===== src/rtl/fifo_write_arbiter.sv =====
// Frame-atomic round-robin arbiter sharing one message FIFO write port among NUM_REQ controllers.
// Optional idle-owner watchdog enabled by defining ARB_TIMEOUT_EN.
module fifo_write_arbiter #(
    parameter int NUM_REQ     = 4,
    parameter int DATA_W      = 8,
    parameter int TIMEOUT_CYC = 64
) (
    input  logic                        clk,
    input  logic                        rst,
    input  logic [NUM_REQ-1:0]          req_i,
    input  logic [NUM_REQ-1:0]          wr_i,
    input  logic [NUM_REQ*DATA_W-1:0]   data_i,
    input  logic [NUM_REQ-1:0]          last_i,
    input  logic                        full_i,
    output logic [NUM_REQ-1:0]          grant_o,
    output logic [NUM_REQ-1:0]          ready_o,
    output logic                        fifo_wr_o,
    output logic [DATA_W-1:0]           fifo_data_o,
    output logic                        timeout_o
);

    localparam int PTR_W = $clog2(NUM_REQ);
    localparam logic [15:0] TIMEOUT_LIM = 16'(TIMEOUT_CYC);

    typedef enum logic {
        ST_IDLE,
        ST_GRANT
    } state_t;

    state_t               state_reg, state_next;
    logic [NUM_REQ-1:0]   grant_reg, grant_next;
    logic [PTR_W-1:0]     ptr_reg, ptr_next;
    logic                 timeout_pulse;

    logic [PTR_W-1:0]     owner_idx;
    logic [PTR_W-1:0]     owner_ptr_next;
    logic [PTR_W-1:0]     hi_idx, lo_idx, sel_idx;
    logic                 found_hi, found_lo;
    logic                 accepted;
    logic [DATA_W-1:0]    lane_masked [NUM_REQ];
    logic [DATA_W-1:0]    fifo_data_comb;

`ifdef ARB_TIMEOUT_EN
    logic [15:0]          wdog_reg, wdog_next;
`else
    logic                 unused_timeout_lim;
    assign unused_timeout_lim = ^TIMEOUT_LIM;
`endif

    // Round-robin pick: lowest set request at or above the pointer, else wrap to the lowest below it.
    always_comb begin
        found_hi = 1'b0;
        found_lo = 1'b0;
        hi_idx   = '0;
        lo_idx   = '0;
        for (int i = 0; i < NUM_REQ; i++) begin
            if (req_i[i]) begin
                if (i >= int'(ptr_reg)) begin
                    if (!found_hi) begin
                        found_hi = 1'b1;
                        hi_idx   = PTR_W'(i);
                    end
                end else if (!found_lo) begin
                    found_lo = 1'b1;
                    lo_idx   = PTR_W'(i);
                end
            end
        end
        sel_idx = found_hi ? hi_idx : lo_idx;
    end

    always_comb begin
        owner_idx = '0;
        for (int i = 0; i < NUM_REQ; i++) begin
            if (grant_reg[i]) begin
                owner_idx = PTR_W'(i);
            end
        end
    end

    assign owner_ptr_next = (owner_idx == PTR_W'(NUM_REQ - 1)) ? '0 : owner_idx + PTR_W'(1);
    assign accepted       = (state_reg == ST_GRANT) & wr_i[owner_idx] & ~full_i;

    always_comb begin
        state_next    = state_reg;
        grant_next    = grant_reg;
        ptr_next      = ptr_reg;
        timeout_pulse = 1'b0;
`ifdef ARB_TIMEOUT_EN
        wdog_next     = wdog_reg;
`endif
        case (state_reg)
            ST_IDLE: begin
                if (|req_i) begin
                    grant_next = {{(NUM_REQ-1){1'b0}}, 1'b1} << sel_idx;
                    state_next = ST_GRANT;
`ifdef ARB_TIMEOUT_EN
                    wdog_next  = '0;
`endif
                end
            end
            ST_GRANT: begin
                if (accepted) begin
`ifdef ARB_TIMEOUT_EN
                    wdog_next = '0;
`endif
                    if (last_i[owner_idx]) begin
                        grant_next = '0;
                        ptr_next   = owner_ptr_next;
                        state_next = ST_IDLE;
                    end
                end
`ifdef ARB_TIMEOUT_EN
                // Full cycles freeze the count; the owner is only blamed for idle cycles it could have used.
                else if (wdog_reg >= TIMEOUT_LIM) begin
                    timeout_pulse = 1'b1;
                    grant_next    = '0;
                    ptr_next      = owner_ptr_next;
                    state_next    = ST_IDLE;
                end else if (!full_i) begin
                    wdog_next = wdog_reg + 16'd1;
                end
`endif
            end
            default: begin
                state_next = ST_IDLE;
                grant_next = '0;
            end
        endcase
    end

    always_ff @(posedge clk) begin
        if (rst) begin
            state_reg <= ST_IDLE;
            grant_reg <= '0;
            ptr_reg   <= '0;
`ifdef ARB_TIMEOUT_EN
            wdog_reg  <= '0;
`endif
        end else begin
            state_reg <= state_next;
            grant_reg <= grant_next;
            ptr_reg   <= ptr_next;
`ifdef ARB_TIMEOUT_EN
            wdog_reg  <= wdog_next;
`endif
        end
    end

    genvar gi;
    generate
        for (gi = 0; gi < NUM_REQ; gi++) begin : g_lane
            assign lane_masked[gi] = grant_reg[gi] ? data_i[gi*DATA_W +: DATA_W] : '0;
        end
    endgenerate

    always_comb begin
        fifo_data_comb = '0;
        for (int i = 0; i < NUM_REQ; i++) begin
            fifo_data_comb = fifo_data_comb | lane_masked[i];
        end
    end

    assign grant_o     = grant_reg;
    assign ready_o     = grant_reg & {NUM_REQ{~full_i}};
    assign fifo_wr_o   = (|(wr_i & grant_reg)) & ~full_i;
    assign fifo_data_o = fifo_data_comb;
`ifdef ARB_TIMEOUT_EN
    assign timeout_o   = timeout_pulse;
`else
    assign timeout_o   = 1'b0;
`endif

endmodule


===== config.mk =====
export PLATFORM = sky130hd
export DESIGN_NAME = fifo_write_arbiter
export DESIGN_NICKNAME = d
export VERILOG_FILES = /design/src/rtl/fifo_write_arbiter.sv
export SDC_FILE = /design/constraint.sdc
export NUM_CORES = 1
export LEC_CHECK = 0
export BUFFER_PORTS_ARGS = -buffer_cell sky130_fd_sc_hd__buf_2
export CAP_MARGIN = 20
export CORE_MARGIN = 8
export CORE_UTILIZATION = 35
export DETAILED_ROUTE_END_ITERATION = 10
export HOLD_SLACK_MARGIN = 0.02
export PLACE_DENSITY = 0.87
export SLEW_MARGIN = 5
export SYNTH_ARGS = -nofsm -noshare
export SYNTH_HDL_FRONTEND = slang
export SYNTH_SLANG_ARGS = --single-unit

===== constraint.sdc =====
create_clock -name clk -period 2.8 [get_ports clk]
set_input_delay 0.56 -clock clk [delete_from_list [all_inputs] [get_ports clk]]
set_output_delay 0.56 -clock clk [all_outputs]
set_load 0.01 [all_outputs]

==> impl_results.md <==
* Wirelength, routed at 2793 um
* Initial detailed-routing violation count at between 40 and 50
* Minimum period implied by the final worst setup slack at about 2100 ps
* Power per Cell Area at 317.9 nW/um2
* Number of enable-type register cells in the synthesized netlist at 0
* Sink Count at 7
* Data arrival time at the worst-slack endpoint at between 1500 and 2000 ps
* Hold-fix buffers at CTS at 0
* Count of final max-slew check failures at 0
* Clock Path Buffers at 2
* Clock tree from TritonCTS: built
* FF+latch count, synth at 7
* Final period utilization at approximately three quarters
* Wire length of the first global-routing pass at between 4000 and 5000 um
* Number of antenna diodes at 0
* Full die area at approximately 3600 um2
* NumNets Final at approximately 200
* Clock transition at the registers of the reported paths at roughly 50 ps
* Actual transition at the worst max-transition pin at about 640 ps
* Area growth from synthesis to final layout at 49.46%
* Setup slack of the worst register-to-register path at 910 ps
* Syn Inst Count at 93
* Initial standard-cell utilization of the core at a little over a third
* Total track usage at between 10% and 20%
* Post-CTS Repair Setup Buffers at 0
* P_leak at between 0.0005 and 0.0006 uW
* Leading cell types by total area after synthesis: dfxtp_1, a22oi_1, nand2_1
* Routed length per placed instance at roughly 16 um
* CTS Root Cell: clkbuf_4
* Antenna violations before repair at 0
* Cell Chain, Critical Path: nand2_1 > a41oi_1 > buf_2
* Endpoint class of the critical path: output port
* Antenna viol nets, final at 0
* Unrepaired setup endpoints after global routing: no
* Worst IR Drop VDD at 208.4 uV
* Max_slew headroom at between 50% and 60%
* Final cell area excluding filler cells at 1028 um2
* Number of vias in the routed layout at 940
* Required time of the critical path at approximately 2200 ps
* Number of filler instances in the final layout at between 150 and 200
* Sequential cell area fraction in the yosys report at around a fifth
* Synth top area share at about 20%
* Fraction of final layout cells with drive strength greater than 1 at between 40% and 50%
* Clock latency reported for the late side of the worst-skew pair at roughly 250 ps
* Count of maximum capacitance violations at 0
* Nets in the synthesized netlist at 140
* Critical Path Start Type: flop
* H-tree levels at 1
* Hold Fails Final Rpt at 0
* Number of buffers created by CTS at 3
* Ratio of routed vias to standard cells at ~5.2
* Count of boundary I/O pins at 65
* Async S/R FF share, synth at 0%
* Placed instance area at around 1000 um2
* Setup TNS at 0 ps
* Number of library cell types mapped by synthesis at 33
* Critical setup path kind: flop to output port
* Worst-case reg-to-reg path depth at 5
* Number of warnings reported in the yosys synthesis log at 0
* Max Clock Freq at 475.1 MHz
* Number of setup violations in the final report at 0
* Chip Width at approximately 60 um
* Largest area contributor in the synthesized netlist: dfxtp_1
* Pin count of the biggest net entering global routing at 19
* Flip-flop count of the largest register after layout at 4
* Hold crit path type: flop to flop
* Rows at 16
* Placeable core region at ~1900 um2
* Post_cts resized at 0
* Worst-path maximum fanout at 18
* Cell depth of the worst min-delay path at 2
* Die height at 60.34 um
* Most frequent cells in the layout: buf_2, nand2_1, a22oi_1, dfxtp_1
* Port-buffer cells at between 60 and 70
* DP Wirelength at between 2000 and 2500 um
* Dominant register cell in the synthesized netlist: dfxtp_1
* Slowest stage delay, CP at ~720 ps
* Mapped cell area at a little under 700 um2
* Worst Clk Skew at ~0.9 ps
* Vias in the first global route at roughly 960
* Most frequent standard cell in the layout excluding fill and tap cells: buf_2
* Run status: finished, final reports clean
* Length of the first detailed-routing pass in iterations at 4
* Placer Congestion at approximately 0.76
* Drc violations at 0
* Critical-path cell with the highest stage delay: dfxtp_1
* Mean post-synth cell area at around 7.4 um2
* Total gr overflow at 0
[synth_stat cells, drive strengths merged, types with 2 or more instances]
library cell and instances:
nor2 5, or3 2, mux2i 2, nand2 17, buf 3, nand2b 4, o21ai 2, dfxtp 7
inv 2, nor2b 6, a22oi 16, o221ai 2, clkbuf 4, a21oi 5
[worst max-delay path: cells and delay by family, from the launching register on]
| family | cells | cell delay (ps) |
|---|---|---|
| compound gates | 1 | 200 |
| buf+inv | 1 | 160 |
| simple gates | 1 | 210 |
| flops | 1 | 720 |
[through the flow]
stage,util (%),worst slack (ps),instances,hold WS (ps),power [uW]
detailed placement,52.70,785.8,176,503.8,239.3
global route,54.08,599.6,180,543.9,349.7
floorplan,-,988.8,93,468.4,178.9
global placement,52.70,839.6,176,491.2,233.8
finish,54.08,695.4,180,508.6,327.0
CTS,54.08,707.3,180,509.3,331.7
[routing by layer]
metal | routed length [um] | global-route usage, % | vias up
met4 | 26 | 3.741 | 0
met3 | 157 | 5.297 | 4
met2 | 1706 | 29.57 | 21
li1 | - | - | 467
met1 | 903 | 13.20 | 448
met5 | 0 | 0 | -
[worst paths after layout]
| check | from | end |
|---|---|---|
| setup / recovery | grant_o[3]$_SDFFE_PP0P_ | fifo_wr_o |
| hold / removal | ptr_reg[1]$_SDFFE_PP0P_ | ptr_reg[1]$_SDFFE_PP0P_ |
| setup reg to reg | grant_o[1]$_SDFFE_PP0P_ | ptr_reg[1]$_SDFFE_PP0P_ |
| hold reg to reg | ptr_reg[1]$_SDFFE_PP0P_ | ptr_reg[1]$_SDFFE_PP0P_ |
[final cells by class]
type	count	area (um2)	area share (%)
multi-input combinational	77	505.5	49.15
timing repair buffer	63	315.3	30.66
sequential	7	140.1	13.63
tap	27	33.78	3.285
clock buffer	4	26.28	2.555
inverter	2	7.507	0.7299
[logic make-up (layout without fill, tap and decap cells)]
family / Yosys count / after routing / synth area share, %
AO/OA/AOI/OAI: 32 / 32 / 36.00
other: 1 / 1 / 0.5449
AND/OR/NAND/NOR: 42 / 42 / 34.00
buffers and inverters: 9 / 69 / 6.180
flip-flops: 7 / 7 / 20.36
multiplexers: 2 / 2 / 2.909
[power by group]
part | switching, uW | leakage (uW) | internal (uW)
Clock | 35.8 | 0.0000150 | 54.3
Sequential | 15.8 | 0.0000572 | 105
Combinational | 54.3 | 0.000449 | 62.0
(Power assumes the default switching activity.)
